<file path="src/rtl/bus_pkg.sv">
// rtl/bus_pkg.sv - shared types and defaults for the serial system bus
// Used by the master port, slave ports and arbiter.
package bus_pkg;

  localparam int BUS_ADDR_WIDTH = 16;
  localparam int BUS_DATA_WIDTH = 8;

  localparam logic MODE_READ  = 1'b0;
  localparam logic MODE_WRITE = 1'b1;

  typedef enum logic [2:0] {
    ST_IDLE,
    ST_REQ,
    ST_ADDR,
    ST_ACK_WAIT,
    ST_WDATA,
    ST_RDATA
  } bus_state_e;

endpackage

</file>
<file path="src/rtl/bus_shift_reg.sv">
// rtl/bus_shift_reg.sv - parallel-load register shifting right, LSB out / serial in at MSB
// One shift serves both directions: bit 0 leaves while sin_i enters at the top.
module bus_shift_reg #(
  parameter int WIDTH = 16
) (
  input  logic             clk_i,
  input  logic             rst_i,
  input  logic             load_i,
  input  logic             shift_i,
  input  logic             sin_i,
  input  logic [WIDTH-1:0] din_i,
  output logic [WIDTH-1:0] q_o
);

  logic [WIDTH-1:0] data_q;

  always_ff @(posedge clk_i) begin
    if (rst_i) begin
      data_q <= '0;
    end else if (load_i) begin
      data_q <= din_i;
    end else if (shift_i) begin
      data_q <= {sin_i, data_q[WIDTH-1:1]};
    end
  end

  assign q_o = data_q;

endmodule

</file>
<file path="src/rtl/bus_master_port.sv">
// rtl/bus_master_port.sv - master-side serial bus port for the UART bus bridge
// Takes one parallel transaction, arbitrates, shifts address/data serially, returns status.
module bus_master_port
  import bus_pkg::*;
#(
  parameter int ADDR_WIDTH = BUS_ADDR_WIDTH,
  parameter int DATA_WIDTH = BUS_DATA_WIDTH,
  parameter int TIMEOUT    = 64
) (
  input  logic                  clk,
  input  logic                  rst,
  input  logic                  dvalid,
  output logic                  dready,
  input  logic                  dmode,
  input  logic [ADDR_WIDTH-1:0] daddr,
  input  logic [DATA_WIDTH-1:0] dwdata,
  output logic [DATA_WIDTH-1:0] drdata,
  output logic                  ddone,
  output logic                  derr,
  output logic                  mbreq,
  input  logic                  mbgrant,
  output logic                  mwdata,
  output logic                  mmode,
  output logic                  mvalid,
  input  logic                  sready,
  input  logic                  svalid,
  input  logic                  mrdata
);

  localparam int SR_W  = (ADDR_WIDTH > DATA_WIDTH) ? ADDR_WIDTH : DATA_WIDTH;
  localparam int BIT_W = (SR_W > 1) ? $clog2(SR_W) : 1;
  localparam int TMO_W = $clog2(TIMEOUT);

  localparam logic [BIT_W-1:0] ADDR_LAST = BIT_W'(ADDR_WIDTH - 1);
  localparam logic [BIT_W-1:0] DATA_LAST = BIT_W'(DATA_WIDTH - 1);
  localparam logic [TMO_W-1:0] TMO_LAST  = TMO_W'(TIMEOUT - 1);

  bus_state_e            state_q;
  logic [BIT_W-1:0]      bit_cnt_q;
  logic [TMO_W-1:0]      tmo_cnt_q;
  logic                  mode_q;
  logic [DATA_WIDTH-1:0] wdata_q;
  logic [DATA_WIDTH-1:0] drdata_q;
  logic                  ddone_q;
  logic                  derr_q;

  logic                  sr_load;
  logic                  sr_shift;
  logic                  sr_sin;
  logic [SR_W-1:0]       sr_d;
  logic [SR_W-1:0]       sr_q;
  logic [SR_W-1:0]       sr_shifted;

  // The single shift register holds the address first, then write data or incoming read bits.
  always_comb begin
    sr_load  = 1'b0;
    sr_shift = 1'b0;
    sr_sin   = 1'b0;
    sr_d     = SR_W'(daddr);
    case (state_q)
      ST_IDLE:          sr_load = dvalid;
      ST_ADDR, ST_WDATA: sr_shift = 1'b1;
      ST_ACK_WAIT: begin
        sr_d    = SR_W'(wdata_q);
        sr_load = sready && (mode_q == MODE_WRITE);
      end
      ST_RDATA: begin
        sr_shift = svalid;
        sr_sin   = mrdata;
      end
      default: ;
    endcase
  end

  bus_shift_reg #(
    .WIDTH(SR_W)
  ) u_shift (
    .clk_i  (clk),
    .rst_i  (rst),
    .load_i (sr_load),
    .shift_i(sr_shift),
    .sin_i  (sr_sin),
    .din_i  (sr_d),
    .q_o    (sr_q)
  );

  // Read bits land at the top of the register; the final bit is folded in as it arrives.
  assign sr_shifted = {mrdata, sr_q[SR_W-1:1]};

  always_ff @(posedge clk) begin
    if (rst) begin
      state_q   <= ST_IDLE;
      bit_cnt_q <= '0;
      tmo_cnt_q <= '0;
      mode_q    <= 1'b0;
      wdata_q   <= '0;
      drdata_q  <= '0;
      ddone_q   <= 1'b0;
      derr_q    <= 1'b0;
    end else begin
      ddone_q <= 1'b0;
      derr_q  <= 1'b0;
      case (state_q)
        ST_IDLE: begin
          if (dvalid) begin
            mode_q    <= dmode;
            wdata_q   <= dwdata;
            bit_cnt_q <= '0;
            tmo_cnt_q <= '0;
            state_q   <= ST_REQ;
          end
        end
        ST_REQ: begin
          if (mbgrant) begin
            bit_cnt_q <= '0;
            state_q   <= ST_ADDR;
          end
        end
        ST_ADDR: begin
          if (bit_cnt_q == ADDR_LAST) begin
            tmo_cnt_q <= '0;
            state_q   <= ST_ACK_WAIT;
          end else begin
            bit_cnt_q <= bit_cnt_q + BIT_W'(1);
          end
        end
        ST_ACK_WAIT: begin
          if (sready) begin
            bit_cnt_q <= '0;
            tmo_cnt_q <= '0;
            state_q   <= (mode_q == MODE_READ) ? ST_RDATA : ST_WDATA;
          end else if (tmo_cnt_q == TMO_LAST) begin
            ddone_q <= 1'b1;
            derr_q  <= 1'b1;
            state_q <= ST_IDLE;
          end else begin
            tmo_cnt_q <= tmo_cnt_q + TMO_W'(1);
          end
        end
        ST_WDATA: begin
          if (bit_cnt_q == DATA_LAST) begin
            ddone_q <= 1'b1;
            state_q <= ST_IDLE;
          end else begin
            bit_cnt_q <= bit_cnt_q + BIT_W'(1);
          end
        end
        ST_RDATA: begin
          if (svalid) begin
            tmo_cnt_q <= '0;
            if (bit_cnt_q == DATA_LAST) begin
              drdata_q <= sr_shifted[SR_W-1 -: DATA_WIDTH];
              ddone_q  <= 1'b1;
              state_q  <= ST_IDLE;
            end else begin
              bit_cnt_q <= bit_cnt_q + BIT_W'(1);
            end
          end else if (tmo_cnt_q == TMO_LAST) begin
            ddone_q <= 1'b1;
            derr_q  <= 1'b1;
            state_q <= ST_IDLE;
          end else begin
            tmo_cnt_q <= tmo_cnt_q + TMO_W'(1);
          end
        end
        default: state_q <= ST_IDLE;
      endcase
    end
  end

  assign dready = (state_q == ST_IDLE);
  assign mbreq  = (state_q != ST_IDLE);
  assign mvalid = (state_q == ST_ADDR) || (state_q == ST_WDATA);
  assign mwdata = mvalid & sr_q[0];
  assign mmode  = mode_q;
  assign drdata = drdata_q;
  assign ddone  = ddone_q;
  assign derr   = derr_q;

endmodule

</file>
<file path="config.mk">
export PLATFORM = sky130hd
export DESIGN_NAME = bus_master_port
export DESIGN_NICKNAME = d
export VERILOG_FILES = /design/src/rtl/bus_pkg.sv /design/src/rtl/bus_shift_reg.sv /design/src/rtl/bus_master_port.sv
export SDC_FILE = /design/constraint.sdc
export NUM_CORES = 1
export LEC_CHECK = 0
export CELL_PAD_IN_SITES_DETAIL_PLACEMENT = 1
export CELL_PAD_IN_SITES_GLOBAL_PLACEMENT = 1
export CORE_UTILIZATION = 38
export DETAILED_ROUTE_END_ITERATION = 12
export HOLD_SLACK_MARGIN = 0.03
export PLACE_DENSITY = 0.85
export SLEW_MARGIN = 0
export SYNTH_ARGS = -nofsm -noshare
export SYNTH_HDL_FRONTEND = slang
export SYNTH_SLANG_ARGS = --single-unit
</file>
<file path="constraint.sdc">
create_clock -name clk -period 2 [get_ports clk]
set_input_delay 0.4 -clock clk [delete_from_list [all_inputs] [get_ports clk]]
set_output_delay 0.4 -clock clk [all_outputs]
set_load 0.05 [all_outputs]
</file>
# ---- Word-level counts from Yosys, hierarchy flattened
# Cells that the tools add are included.
dict set report totals {
  ff_bits 48
}
dict set report op_classes {
  n_reduce_logical 13
  n_mux 35
  eq_ne 14
  n_bitwise 1
  addsub 2
}
# operator count
set op_table {}
lappend op_table {{2-to-1 mux 16 bit} 3}
lappend op_table {{2-to-1 mux 6 bit} 5}
lappend op_table {{2-to-1 mux 4 bit} 6}
lappend op_table {{one-hot mux 4 bit (6 select lines)} 1}
lappend op_table {{one-hot mux 6 bit (4 select lines)} 1}
lappend op_table {{2-to-1 mux 3 bit} 7}
lappend op_table {{one-hot mux 3 bit (6 select lines)} 1}
lappend op_table {{inequality test 2 bit, second input constant} 6}
lappend op_table {{AND reduction 3 bit} 3}
lappend op_table {{2-to-1 mux 1 bit} 7}
lappend op_table {{adder 6 x 1 -> 6 bit, second input constant} 1}
lappend op_table {{equality test 3 x 2 -> 1 bit, second input constant} 2}
lappend op_table {{equality test 3 bit, second input constant} 2}
lappend op_table {{equality test 6 bit, second input constant} 1}
lappend op_table {{one-hot mux 1 bit (2 select lines)} 3}
lappend op_table {{AND reduction 6 bit} 1}
lappend op_table {{nonzero test 6 bit} 1}
lappend op_table {{adder 4 x 1 -> 4 bit, second input constant} 1}
lappend op_table {{equality test 4 x 3 -> 1 bit, second input constant} 1}
lappend op_table {{equality test 4 bit, second input constant} 1}
lappend op_table {{nonzero test 4 bit} 1}
lappend op_table {{equality test 3 x 1 -> 1 bit, second input constant} 1}
lappend op_table {{zero test 3 bit} 1}
lappend op_table {{one-hot mux 1 bit (3 select lines)} 1}
lappend op_table {{other kinds (7)} 7}

# ---- Longest topological paths before layout
dict set report depth {
  word_depth 5
  depth_mapped 7
}

# ---- Cells and area by module
# From an unflattened synthesis, not the netlist that was laid out.
dict set report unflattened {
  hier_cells 283
  hier_area_um2 2595.0
}
# module cells_per_inst n_inst area_each_um2 seq_area_each_um2
set by_module_without_submodules {}
lappend by_module_without_submodules {bus_master_port 212 1 1789.2 640.6}
lappend by_module_without_submodules {bus_shift_reg 71 1 805.8 320.3}

# ---- Worst setup path before layout
# Ideal clock, no wire load.
dict set report synth_path {
  path_type {flip-flop to output port}
  start {register state_q[1]}
  end {output mwdata}
  setup_slack_ns -0.511
  path_stages_with_launch 6
  arrival_time_ns 2.111
  path_buffers 2
  path_cell_list {dfxtp_1 buf_2 buf_6 nand2b_1 a21oi_1 and2_1}
}
dict set report synth_via {
  elab_chain_len 3
  word_cells_on_any_way 4
}
# element line
set synth_lines {}
lappend synth_lines {{start, declared} bus_master_port.sv:38} ;# bus_state_e state_q;
lappend synth_lines {{start signal, assigned} bus_master_port.sv:131} ;# state_q <= (mode_q == MODE_READ) ? ST_RDATA : ST_WDATA;
lappend synth_lines {{equality test 3 x 2 -> 1 bit / equality test 3 bit (equally long branches)} bus_master_port.sv:173} ;# assign mvalid = (state_q == ST_ADDR) || (state_q == ST_WDATA);
lappend synth_lines {{logical OR 1 bit (*)} bus_master_port.sv:173}
lappend synth_lines {{via mvalid} bus_master_port.sv:24} ;# output logic mvalid,
lappend synth_lines {{bitwise AND 1 bit (*)} bus_master_port.sv:174} ;# assign mwdata = mvalid & sr_q[0];
lappend synth_lines {{end, declared} bus_master_port.sv:22} ;# output logic mwdata,
# The timed path passes the listed nets; every way through them passes the cells marked *.

# ---- Worst setup path after layout
dict set report layout_path {
  start {register state_q[1]}
  end {output mwdata}
}
dict set report layout_via {
  elab_chain_len 3
  word_cells_on_any_way 4
}
# element line
set layout_lines {}
lappend layout_lines {{equality test 3 x 2 -> 1 bit / equality test 3 bit (equally long branches)} bus_master_port.sv:173}
lappend layout_lines {{logical OR 1 bit (*)} bus_master_port.sv:173}
lappend layout_lines {{bitwise AND 1 bit (*)} bus_master_port.sv:174}
# Every way passes the cells marked *; elsewhere a longest branch is shown, timed or not.

==> results.txt <==
Worst setup EP type: primary output
Cell leakage power: 1.25 nW
Multi-input logic area: 0.00145 mm2
Worst-path cell chain: buf_4 > nand2b_1 > a21oi_4 > and2_2 > buf_12
Clk sinks: 48
Cell area after synthesis: 0.00251 mm2
Count leader, synth: dfxtp_1
Routing usage on met2: 40.2%
Status: completed
PD cells: 692 mW/mm2
Syn nets: 342
Ports: 47
Placed cell count: 432
#FFs+latches synth: 48
Clock Tree Root: clkbuf_8
Post-Layout Cell Count: 440
Clk_lat worst skew: 0.31 ns
Largest net degree at the start of global routing: 25
Total grt overflow: 0
Core Region: 0.00635 mm2
TNS Setup: 0 ns
Num CTS Buffers: 5
Met3 usage: 3.38%
Synth top cells by count: dfxtp_1 (48), nand2_1 (45), nor2_1 (28)
Global-route wire length before repair: 12400 um
Reg2Reg Depth: 6
Vias in the first global route: 2598
FF-to-FF End: u_shift.q_o[10]$_SDFFE_PP0P_
WP data required: 1.60 ns
Initial Utilization: 39.6%
FF+latch area: 962 um2
Reg-to-Reg Start: state_q[1]$_SDFFE_PP0P_
Relative slew slack: 65.6%
Post-route ant nets: 0
Setup-failing EPs final: 0
Layout fillers: 764
Die Ht: 83.3 um
Iter 0 DRT Violations: 120
Highest net fanout along the worst path: 5
CP Launch Type: register
Async SR Flop Fraction: 0%
Fin util: 51.6%
Dominant cells by area after synthesis: dfxtp_1 (38%), nand2_1 (6.7%), a21oi_1 (5.4%)
Die X-Extent: 83.3 um
Total track usage: 22.5%
Initial antenna violation count: 0
Max Clock Freq: 518 MHz
Synthesis-to-finish area growth: 30.3%
Clock Skews: 0.00698 ns
Final Critical Period: 1.93 ns
DR DRC count: 0
Hold Path Sink: wdata_q[1]$_SDFFE_PP0P_
Maximum resistive drop on vdd: 0.366 mV
Final #Nets: 396
Die Area: 0.00694 mm2
Via density: 5.60
Clock tree buffer depth: 2
Post-CTS setup buffers: 0
H-tree level count: 2
Type of the worst setup path: register to primary output
Routed wire length: 7450 um
Mapped Avg Cell Area: 8.16 um2
Synth warn: 0
Drt pass-1 iters: 4
ANT cells: 0
Port Buffers: 46
Site row count: 29
Worst Hold Launch: wdata_q[1]$_SDFFE_PP0P_
Cells after Synth: 308
Slew Limit Fails: 0
Grt peak-use layer: met2
Worst path slowest cell: dfxtp_1
Ys flop type: dfxtp_1
Top cell type's share of synthesized area: 38.2%
GP Congestion: 0.838
Sequential cell area fraction in the yosys report: 38.2%
RSZ-0062 raised after global routing: no
Met1 usage: 27.2%
Hpwl dp: 5620 um
Worst-path clk slew: 0.09 ns
CP peak stage delay: 0.42 ns
Hold Path Class: register to register
Final Cycle Share: 96.6%
Slew @ Worst Pin: 0.514 ns
Maxcap violations: 0
Share of cells above drive strength 1: 13.8%
EDFF count, synth: 0
Via count: 2466
CTS tree: done
Synth cell types: 52
R2R Setup Slk: 0.21 ns
Final Hold Fails: 0
Cell taking the most area after synthesis: dfxtp_1
DR WL/cell: 16.9 um
Hold Crit Depth: 2
Worst Path Arrival: 1.53 ns
==> logic make-up after synthesis <==
family / Yosys count / synth area share [%]
and+or+nand+nor: 135 / 26.7
muxes: 18 / 7.57
buffers and inverters: 25 / 4.98
AOI/OAI and AO/OA: 80 / 21.6
DFF: 48 / 38.2
adders and majority gates: 2 / 0.995
==> worst max path at each step <==
stage	slack (ns)	from	endpoint	depth (start not counted)
2_1_floorplan	0.04	state_q[1]$_SDFFE_PP0P_	mwdata	5
3_3_place_gp	0.03	dvalid	u_shift.q_o[13]$_SDFFE_PP0P_	6
3_5_place_dp	-0.06	dvalid	u_shift.q_o[6]$_SDFFE_PP0P_	5
4_1_cts	0.07	state_q[1]$_SDFFE_PP0P_	mwdata	5
5_1_grt	0.0005	state_q[1]$_SDFFE_PP0P_	mwdata	5
6_report	0.07	state_q[1]$_SDFFE_PP0P_	mwdata	5
==> through the flow <==
stage | area, um2 | hold slack (ns) | power (W) | worst slack (ns)
CTS | 3270 | 0.464 | 0.00228 | 0.0704
detailed placement | 3170 | 0.450 | 0.00165 | -0.0555
finish | 3270 | 0.462 | 0.00226 | 0.0688
global route | 3270 | 0.484 | 0.00237 | 0.000483
floorplan | 2530 | 0.434 | 0.00141 | 0.0361
global placement | 3170 | 0.441 | 0.00162 | 0.0330
==> final cells by class <==
cell class                      instances  area share [%]
Timing Repair Buffer                   66            19.8
Clock inverter                          2           0.420
Tap cell                               77            2.94
Inverter                                6           0.688
Multi-Input combinational cell        235            44.2
Sequential cell                        48            29.4
Clock buffer                            6            2.52
==> critical path: cells and delay by family, from the launching register on <==
kind / cells / cell delay [ns]
AOI/OAI and AO/OA: 1 / 0.20
buffers and inverters: 2 / 0.32
DFF: 1 / 0.42
and+or+nand+nor: 2 / 0.29
==> sequential cells by signal (all words and copies together), names as in the netlist <==
signal	cells
ddone	1
drdata	8
mmode	1
u_shift.q_o	16
wdata_q	8
bit_cnt_q	4
derr	1
state_q	3
tmo_cnt_q	6
==> cell usage in the layout, fill, tap and decap left out, types with 2 or more instances in the layout <==
cell type | Yosys | layout
buf_4 | 1 | 21
and2_1 | 4 | 3
mux2i_1 | 10 | 10
o211ai_1 | 3 | 3
a21oi_1 | 27 | 26
a311oi_1 | 9 | 9
nor2_1 | 28 | 28
ha_1 | 2 | 2
mux2_2 | 8 | 8
o211a_1 | 3 | 3
o31ai_1 | 3 | 3
nand4_1 | 3 | 3
dfxtp_1 | 48 | 47
nor3_1 | 15 | 15
nor3b_1 | 2 | 2
buf_12 | 0 | 4
nor2b_1 | 6 | 6
o21ai_0 | 3 | 3
a31oi_1 | 4 | 4
nand2b_1 | 8 | 7
o21ai_1 | 12 | 12
clkdlybuf4s50_1 | 0 | 41
and4b_1 | 2 | 2
nand2_1 | 45 | 45
and4_1 | 2 | 2
nand3_1 | 11 | 11
inv_1 | 6 | 6
a21o_1 | 2 | 2
clkbuf_8 | 0 | 6
==> metal layers <==
layer  share of wire [%]  vias to the layer above
met4                 1.9                        0
met5                   0                        -
met1                  44                     1187
met2                  51                       47
li1                    -                     1218
met3                 3.0                       14
==> timing repair <==
item / CTS / global route
endpoints found under the setup margin: 2 / 0
hold buffers: 0 / 0
resized for setup: 2 / 0
==> power by group <==
part	total, W	switching [W]	internal [W]
clock network	0.000632	0.000348	0.000283
logic	0.000561	0.000306	0.000256
registers	0.00107	0.0000514	0.00102
total	0.00226	0.000705	0.00156
(Power assumes the default switching activity.)
